## src/rtl/apb_uart_requester.sv

```systemverilog
// apb_uart_requester: valid/ready command stream to single APB SETUP/ACCESS transfers with a valid/ready response.
// Optional ACCESS timeout enabled by defining APB_REQ_TIMEOUT_EN.
module apb_uart_requester #(
  parameter int ADDR_W = 12,
  parameter int DATA_W = 32,
  parameter int TIMEOUT_CYC = 16
) (
  input  logic              clk,
  input  logic              rst,
  input  logic              cmd_valid,
  output logic              cmd_ready,
  input  logic              cmd_write,
  input  logic [ADDR_W-1:0] cmd_addr,
  input  logic [DATA_W-1:0] cmd_wdata,
  output logic              resp_valid,
  input  logic              resp_ready,
  output logic [DATA_W-1:0] resp_rdata,
  output logic              resp_err,
  output logic              resp_timeout,
  output logic              psel,
  output logic              penable,
  output logic              pwrite,
  output logic [ADDR_W-1:0] paddr,
  output logic [DATA_W-1:0] pwdata,
  input  logic [DATA_W-1:0] prdata,
  input  logic              pready,
  input  logic              pslverr
);
  typedef enum logic [1:0] {IDLE, SETUP, ACCESS, RESP} state_t;
  state_t state_q, state_d;
  logic write_q, write_d, err_q, err_d, legal, expire;
  logic [ADDR_W-1:0] addr_q, addr_d;
  logic [DATA_W-1:0] wdata_q, wdata_d, rdata_q, rdata_d;
  // Register map spans 0x000..0x020 in word steps
  assign legal = cmd_addr <= ADDR_W'(32) && cmd_addr[1:0] == 2'b00;
`ifdef APB_REQ_TIMEOUT_EN
  localparam int CNT_W = $clog2(TIMEOUT_CYC + 1);
  logic [CNT_W-1:0] cnt_q, cnt_d;
  logic tmo_q, tmo_d;
  assign expire = cnt_q == CNT_W'(TIMEOUT_CYC - 1);
  always_comb begin
    cnt_d = state_q == ACCESS && !pready ? cnt_q + 1'b1 : '0;
    tmo_d = state_q == IDLE ? 1'b0 : (state_q == ACCESS && !pready && expire) ? 1'b1 : tmo_q;
  end
  always_ff @(posedge clk) begin
    if (rst) begin
      cnt_q <= '0;
      tmo_q <= 1'b0;
    end else begin
      cnt_q <= cnt_d;
      tmo_q <= tmo_d;
    end
  end
  assign resp_timeout = tmo_q;
`else
  assign expire = 1'b0;
  assign resp_timeout = 1'b0;
`endif
  always_comb begin
    state_d = state_q;
    write_d = write_q;
    addr_d = addr_q;
    wdata_d = wdata_q;
    rdata_d = rdata_q;
    err_d = err_q;
    case (state_q)
      IDLE: if (cmd_valid) begin
        write_d = cmd_write;
        addr_d = cmd_addr;
        wdata_d = cmd_wdata;
        rdata_d = '0;
        err_d = !legal;
        state_d = legal ? SETUP : RESP;
      end
      SETUP: state_d = ACCESS;
      ACCESS: if (pready) begin
        rdata_d = write_q ? '0 : prdata;
        err_d = pslverr;
        state_d = RESP;
      end else if (expire) begin
        rdata_d = '0;
        err_d = 1'b1;
        state_d = RESP;
      end
      RESP: state_d = resp_ready ? IDLE : RESP;
      default: state_d = IDLE;
    endcase
  end
  always_ff @(posedge clk) begin
    if (rst) begin
      state_q <= IDLE;
      write_q <= 1'b0;
      addr_q <= '0;
      wdata_q <= '0;
      rdata_q <= '0;
      err_q <= 1'b0;
    end else begin
      state_q <= state_d;
      write_q <= write_d;
      addr_q <= addr_d;
      wdata_q <= wdata_d;
      rdata_q <= rdata_d;
      err_q <= err_d;
    end
  end
  assign cmd_ready = state_q == IDLE;
  assign psel = state_q == SETUP || state_q == ACCESS;
  assign penable = state_q == ACCESS;
  assign resp_valid = state_q == RESP;
  assign pwrite = write_q;
  assign paddr = addr_q;
  assign pwdata = wdata_q;
  assign resp_rdata = rdata_q;
  assign resp_err = err_q;
endmodule

```

## config.mk

```make
export PLATFORM = sky130hd
export DESIGN_NAME = apb_uart_requester
export DESIGN_NICKNAME = d
export VERILOG_FILES = /design/src/rtl/apb_uart_requester.sv
export SDC_FILE = /design/constraint.sdc
export NUM_CORES = 1
export LEC_CHECK = 0
export CELL_PAD_IN_SITES_DETAIL_PLACEMENT = 1
export CELL_PAD_IN_SITES_GLOBAL_PLACEMENT = 1
export CORE_MARGIN = 5
export CORE_UTILIZATION = 29
export DETAILED_ROUTE_END_ITERATION = 12
export GPL_ROUTABILITY_DRIVEN = 0
export GPL_TIMING_DRIVEN = 0
export PLACE_DENSITY = 0.89
export REMOVE_ABC_BUFFERS = 1
export SYNTH_ARGS = -nofsm -noshare
export SYNTH_HDL_FRONTEND = slang
export SYNTH_SLANG_ARGS = --single-unit
export TNS_END_PERCENT = 20
```

## constraint.sdc

```tcl
create_clock -name clk -period 1.7 [get_ports clk]
set_input_delay 0.17 -clock clk [delete_from_list [all_inputs] [get_ports clk]]
set_output_delay 0.17 -clock clk [all_outputs]
set_load 0.03 [all_outputs]
```

Word level (Yosys, flattened, before mapping):

Cells that the tools add are included.

* add/sub/neg operators: 0
* $mul: 0
* div/mod/pow operators: 0
* magnitude comparators: 1
* equal/unequal tests: 5
* shift-type cells: 0
* mux-type cells: 12
* bitwise gates (word level): 0
* reduce and logical (&&, ||, !) cells: 9

Operators with widths (number)
* 2-to-1 mux 32 bit: 3
* case mux 32 bit (2 select lines): 1
* less-or-equal comparator 12 x 6 -> 1 bit, second input constant: 1
* 2-to-1 mux 2 bit: 4
* case mux 2 bit (4 select lines): 1
* == test 2 bit, second input constant: 2
* logical NOT 2 bit: 2
* AND reduction 2 bit: 2
* AND reduction 3 bit: 1
* == test 2 x 1 -> 1 bit, second input constant: 1
* 2-to-1 mux 1 bit: 2
* inequality test 2 x 1 -> 1 bit, second input constant: 1
* inequality test 2 bit, second input constant: 1
* case mux 1 bit (2 select lines): 1
* nonzero test 2 bit: 1
* logical AND 1 bit: 1
* logical NOT 1 bit: 1
* logical OR 1 bit: 1

* register bits: 80
* bits in latches: 0
* bits in writable memories: 0
* bits in read-only memories: 0
* bits of input ports: 83
* output and inout bits: 83
* memories kept: 0

Logic depth before layout (Yosys ltp):

Gate-level depths: netlist (run 1).

* depth after elaboration: 5
* mapped depth: 8
* gate-level depth less buffers: 5

Worst setup path before layout (run 1):

No wires, ideal clock.

* path type: register to register
* from: register state_q[0]
* to: register state_q[0]
* library setup time: 0.133 ns
* data arrival time: 1.604 ns
* required time: 1.567 ns
* setup slack: -0.037 ns
* cell stages (with the launch flop): 9
* path buffers: 3
* clock period less this slack: 1.737 ns
* path through: dfxtp_1 > inv_1 > ha_1 > buf_6 > or2_1 > buf_4 > buf_2 > a21oi_1 > nor3_1

* word-level cells in the longest chain between the ends: 3
* elaborated cells on any way between the ends: 8

RTL lines
* start: declaration: RTL line 30 `state_t state_q, state_d;`
* start signal: assignment: RTL line 98 `state_q <= state_d;`
* == test 2 bit (*)
* via penable: RTL line 21 `output logic penable,`
* inequality test 2 x 1 -> 1 bit (no source line)
* AND reduction 2 bit (no source line)

The timed path passes the listed nets; every way through them passes the cells marked *.
A chain may end at the register's enable or synchronous reset.

Worst setup path after layout (run 1):

* from: register state_q[0]
* to: register err_q (netlist: resp_err)

* word-level cells in the longest chain between the ends: 3
* elaborated cells on any way between the ends: 7

RTL lines
* == test 2 bit / logical NOT 2 bit (equally long branches): RTL line 66 `case (state_q)`
* inequality test 2 x 1 -> 1 bit (no source line), or another cell as far along
* AND reduction 3 bit (no source line)
* end signal: assignment: RTL line 103 `err_q <= err_d;`
* end: declaration: RTL line 31 `logic write_q, write_d, err_q, err_d, legal, expire;`

Parallel ways exist; a longest one is shown, timed or not.

==> metrics, run 1 <==
critical path capture point type=flop; via count=3794; CTS tree=done; WP data arrival=1850 ps; Hold Path Class=input pin to flop; Synth area leaders=dfxtp_1, a21oi_1, nand2_1; Synth Flop Type=dfxtp_1; clock skew=7.577 ps; Syn Area/Cell=8.359 µm²; Reg2Reg Setup Slack=80 ps; post-route cell area=0.005633 mm²; Post-synth EDFFs=0; startpoint types=flop; placed cell areas=0.005172 mm²; CTS Buf Count=9; Synth top area share=45.29%; vias in the first global route=4071; most frequent cell after synthesis=nand2_1; ANT cells=0; Critical Path Sink=resp_err; Seq pwr share=28.9%; Max-Cap Viols=0; final setup fails=0; Synth top cells by count=nand2_1, a21oi_1, dfxtp_1; status=finished clean; Final Cycle Share=95.45%; FP Rows=40; required time worst endpoint=1920 ps; Layout Utilization=47.09%; H-tree levels=3; reg-to-reg startpoint=state_q[0]; Ys Warns=0; CP bufs+invs=1; core area=0.01196 mm²; number of remaining DRC errors=0; Int Pwr=4879 µW; total congestion overflow=0; die width=120.4 µm; Clk pwr share=21.9%; sw frac=42.01%; Area growth syn-to-layout=59.31%; RSZ-0062 raised after global routing=no; initial antenna violation count=0; I/O Pins=166; clk_lat worst skew=330 ps; Largest stage delay, worst path=390 ps; area leader, netlist=dfxtp_1; largest fanout on the critical path=36; min cycle time layout=1623 ps; logic gate share of total power=49.2%; Crit Path Class=flop to flop; Antenna Nets Post-Route=0; Die Y=120.4 µm; register area share after synthesis=45.29%; Iter 0 DRT Violations=148; clock transition at the registers of the reported paths=60 ps; dpl hpwl=9.084 mm; Fillers=1359; Slew Limit Headroom=38.52%; Switching Power=3535 µW; cell count after synthesis=423; CP max stage cell=nand2b_4; share of cells above drive strength 1=9.011%; Hold Crit Depth=3; post-synth cell types=24; start point of the critical path=state_q[0]; R2R depth=5; pin count of the biggest net entering global routing=81; worst reg2reg path endpoint=resp_err; initial core utilization=29.56%; worst path cell trace=inv_2, ha_4, nand2b_4, a31oi_4, a2111oi_2; Root Buffer=clkbuf_16; ys async rst share=0%; VDD IR max=1.111 mV; Mapped Area=0.003536 mm²; CTS sink cnt=80; first-pass GRT wire length=22.02 mm; Layout Nets=648; Die Footprint=0.01450 mm²; cell depth of the worst setup path=5; Overall Power=8414 µW; PwrDens=1494 mW/mm²; total global-route track usage=19.07%; DRT Wirelength=14.08 mm; fmax=616.3 MHz; buffers added on ports=164; Yosys reg bits=80; vias per std cell=5.321; Worst-Margin Slew=922.2 ps; CP top delay family=compound AO/OA/AOI/OAI gates; clk buf depth=2; Final Hold Viols=0; CTS Hold Buffers Added=0; fin. max-slew vios=0; First-pass DRT Iterations=4; Wirelength per Cell=19.75 µm; Pleak=0.002135 µW
==> area by class of cell <==
cell class | instances | area (µm²) | share of cell area, %
timing repair buffer | 174 | 1777 | 31.54
clock buffer | 13 | 270.3 | 4.798
multi-input combinational | 292 | 1762 | 31.28
inverter | 4 | 15.01 | 0.2665
tap | 147 | 183.9 | 3.265
sequential | 80 | 1610 | 28.59
clock inverter | 3 | 15.01 | 0.2665
==> routing by layer <==
| metal | up-vias | global-route usage [%] | wire length [µm] |
|---|---|---|---|
| met2 | 121 | 33.67 | 7395 |
| met4 | 0 | 9.207 | 507 |
| met1 | 1869 | 22.85 | 5642 |
| met3 | 32 | 2.339 | 538 |
| met5 | - | 0 | 0 |
| li1 | 1772 | - | - |
==> repair_timing <==
item	4_1_cts	5_1_grt
setup endpoints to repair	85	43
hold endpoints to repair	0	0
gates cloned	2	0
setup buffers	7	0
resized for setup	29	6
pin swaps	2	2
==> placed cells by master (no fill, tap or decap), types with 2 or more instances in the layout <==
cell type and n:
inv_2 2, and3b_1 32, clkdlybuf4s50_1 158, clkbuf_16 9
dfxtp_1 77, nand2_1 91, ha_4 2, ha_1 2
buf_4 6, buf_16 2, nand2b_4 2, nor3_1 2
nand4_1 32, clkbuf_8 3, a21oi_1 80, clkdlybuf4s15_2 2
inv_1 2, a2111oi_2 2, dlygate4sd2_1 3, and2_4 2
dfxtp_4 2, nor2b_4 2, clkinv_2 3, nor4_1 2
o31ai_1 32
==> metrics by stage <==
step           setup TNS [ps]  cells  hold WS, ps  worst slack, ps
6_report                    0    713        383.2            77.43
5_1_grt                     0    713        393.2            4.246
4_1_cts                     0    713        375.6            22.41
3_5_place_dp           -59050    688        449.3            -1550
3_3_place_gp          -129770    685        442.4            -2030
2_1_floorplan          -49930    374        238.9            -1062
==> worst min path at each step <==
stage | end | start | slack, ps
finish | pwrite | cmd_write | 380
global route | pwdata[2] | cmd_wdata[2] | 390
CTS | pwrite | cmd_write | 380
detailed placement | pwdata[28] | pwdata[28] | 450
global placement | pwdata[21] | pwdata[21] | 440
floorplan | resp_err | rst | 240
==> worst min-delay path: stages <==
cell             delay, ps
clkdlybuf4s50_1        400
nand2_1                 50
a21oi_1                 50
==> power groups by stage <==
stage / sequential (µW) / clock [µW] / combinational [µW]
after global routing: 2480 / 1950 / 4420
after floorplan: 2970 / 0 / 1460
final: 2430 / 1840 / 4140
after detailed placement: 2450 / 0 / 3670
after CTS: 2420 / 1890 / 4100
after global placement: 2420 / 0 / 3390
==> state kept, by name, indices dropped and copies added, names as in the netlist <==
signal,flops
resp_rdata,32
pwrite,1
resp_err,1
pwdata,32
state_q,2
paddr,12
==> cells by family (layout without fill, tap and decap cells) <==
group / after synthesis / after routing / share of synthesized area [%]
DFF: 80 / 80 / 45.29
adders and majority gates: 4 / 4 / 1.415
buffers and inverters: 53 / 194 / 7.997
and+or+nand+nor: 168 / 170 / 25.48
other: 1 / 1 / 0.1061
AOI/OAI and AO/OA: 117 / 117 / 19.71
(Power assumes the default switching activity.)
==> inputs of run 2 (changes only) <==
CTS_CLUSTER_DIAMETER = 60   (was default)
==> results of run 2 <==
No change in the layout: final DEF, timing and power equal those of run 1.
==> inputs of run 3 (changes only) <==
CORE_UTILIZATION = 30   (was 29)
CTS_BUF_LIST = sky130_fd_sc_hd__clkbuf_8   (was default)
PLACE_DENSITY = 0.92   (was 0.89)
==> run 3 against run 2 <==
Effect of this change: clock skew is 1.8 ps lower; critical path depth stayed put; maximum frequency is 1.0% lower; sequential share of layout area is 0.49 points higher; total power is 5.9% lower; worst setup slack worse by 17 ps; register-to-register slack worse by 20 ps; highest routed layer unchanged; clock power is 32% lower.
==> metrics, run 3 (synthesis gave the netlist of run 1 again) <==
PwrDens=1431 mW/mm² (was 1494 mW/mm²); core area=0.01147 mm² (was 0.01196 mm²); clock transition at the registers of the reported paths=90 ps (was 60 ps); Layout Utilization=48.23% (was 47.09%); initial core utilization=30.83% (was 29.56%); clock skew=5.819 ps (was 7.577 ps); Die Footprint=0.01406 mm² (was 0.01450 mm²); I/O Pins=166 (unchanged); WHS=352.3 ps (was 383.2 ps); CTS Buf Count=9 (unchanged); Final Hold Viols=0 (unchanged); min cycle time layout=1639 ps (was 1623 ps); startpoint types=flop (unchanged); First-pass DRT Iterations=4 (unchanged); status=finished clean (unchanged); most common cell after layout, fill and taps aside=clkdlybuf4s50_1 (unchanged); die width=118.6 µm (was 120.4 µm); FP Rows=39 (was 40); share of cells above drive strength 1=9.807% (was 9.011%); final setup fails=0 (unchanged); ANT cells=0 (unchanged); WP data arrival=1850 ps (about the same); total global-route track usage=19.60% (was 19.07%); CTS tree=done (unchanged); initial antenna violation count=0 (unchanged); Iter 0 DRT Violations=230 (was 148); clk_lat worst skew=360 ps (was 330 ps); RSZ-0062 raised after global routing=no (unchanged); CTS sink cnt=80 (unchanged); CTS Hold Buffers Added=0 (unchanged); vias in the first global route=4135 (was 4071); critical path capture point type=flop (unchanged); H-tree levels=3 (unchanged); VDD IR max=1.120 mV (was 1.111 mV); most frequent cells in the layout=clkdlybuf4s50_1, nand2_1, a21oi_1, dfxtp_1 (unchanged); Setup WS post-layout=60.74 ps (was 77.43 ps); clk buf depth=2 (unchanged); Slew Limit Headroom=40.56% (was 38.52%); via count=3859 (was 3794); Root Buffer=clkbuf_8 (was clkbuf_16); required time worst endpoint=1910 ps (was 1920 ps); number of remaining DRC errors=0 (unchanged); Fillers=1322 (was 1359); dpl hpwl=9.037 mm (was 9.084 mm); Wirelength per Cell=20.25 µm (was 19.75 µm); largest fanout on the critical path=17 (was 36); Hold Path Class=input pin to flop (unchanged); final cell count without fillers=714 (was 713); Placement Setup Slack=-1552 ps (was -1550 ps); Area growth syn-to-layout=56.40% (was 59.31%); fmax=610.0 MHz (was 616.3 MHz); Layout Nets=653 (was 648); Pleak=0.002099 µW (was 0.002135 µW); Max-Cap Viols=0 (unchanged); Die Y=118.6 µm (was 120.4 µm); total congestion overflow=0 (unchanged); first-pass GRT wire length=22.58 mm (was 22.02 mm); fin. max-slew vios=0 (unchanged); Antenna Nets Post-Route=0 (unchanged); vias per std cell=5.405 (was 5.321); buffers added on ports=164 (unchanged); Final Cycle Share=96.43% (was 95.45%); DRT Wirelength=14.46 mm (was 14.08 mm); pin count of the biggest net entering global routing=81 (unchanged); Placed Cells=684 (was 688); Crit Path Class=flop to flop (unchanged); Worst-Margin Slew=891.6 ps (was 922.2 ps)
-- run 3: worst max-delay path, stage by stage, from the launching register on --
cell and delay [ps]:
dfxtp_2 420, inv_2 80, ha_4 230, or2_2 500
a21oi_1 200, nor3_1 60
-- run 3: stage by stage --
step                      power [µW]  instance area (µm²)  TNS (ps)
after global placement          5796                 5089   -128890
after detailed placement        6159                 5180    -61730
after floorplan                 4435                 3268    -49930
after CTS                       7751                 5477         0
final                           7914                 5530         0
after global routing            8303                 5530         0
-- run 3: where the power goes --
part,switching [µW],internal [µW]
sequential,233,2200
combinational,2600,1630
clock,734,518
-- run 3: cell type report --
| type | count | area, µm² | share of cell area [%] |
|---|---|---|---|
| clock buffers | 9 | 123.9 | 2.240 |
| clock inverters | 7 | 40.04 | 0.7240 |
| inverters | 4 | 15.01 | 0.2715 |
| multi-input cells | 293 | 1755 | 31.74 |
| flip-flops and latches | 80 | 1608 | 29.07 |
| well taps | 143 | 178.9 | 3.235 |
| repair buffers | 178 | 1809 | 32.72 |
-- run 3: what timing repair did --
item | in CTS | in global routing
endpoints found under the setup margin | 85 | 69
buffers inserted | 6 | 5
gates cloned | 2 | 1
pin swaps | 3 | 3
resized for setup | 29 | 5
hold endpoints to repair | 0 | 0
-- run 3: metal layers --
metal  GRT usage (%)  vias up  share of wire, %
met4           9.993        0               3.8
met5               0        -                 0
met3           3.629       38               5.1
met1           22.82     1897                40
li1                -     1778                 -
met2           34.16      146                51
-- run 3: path summary, 6_finish.rpt --
path                              startpoint         end  slack, ps  depth (start not counted)
worst max-delay path              state_q[1]  state_q[0]         60                          5
worst min-delay path            cmd_wdata[4]   pwdata[4]        350                          3
worst max register to register    state_q[1]  state_q[0]         60                          5
worst min register to register    pwdata[15]  pwdata[15]        460                          2
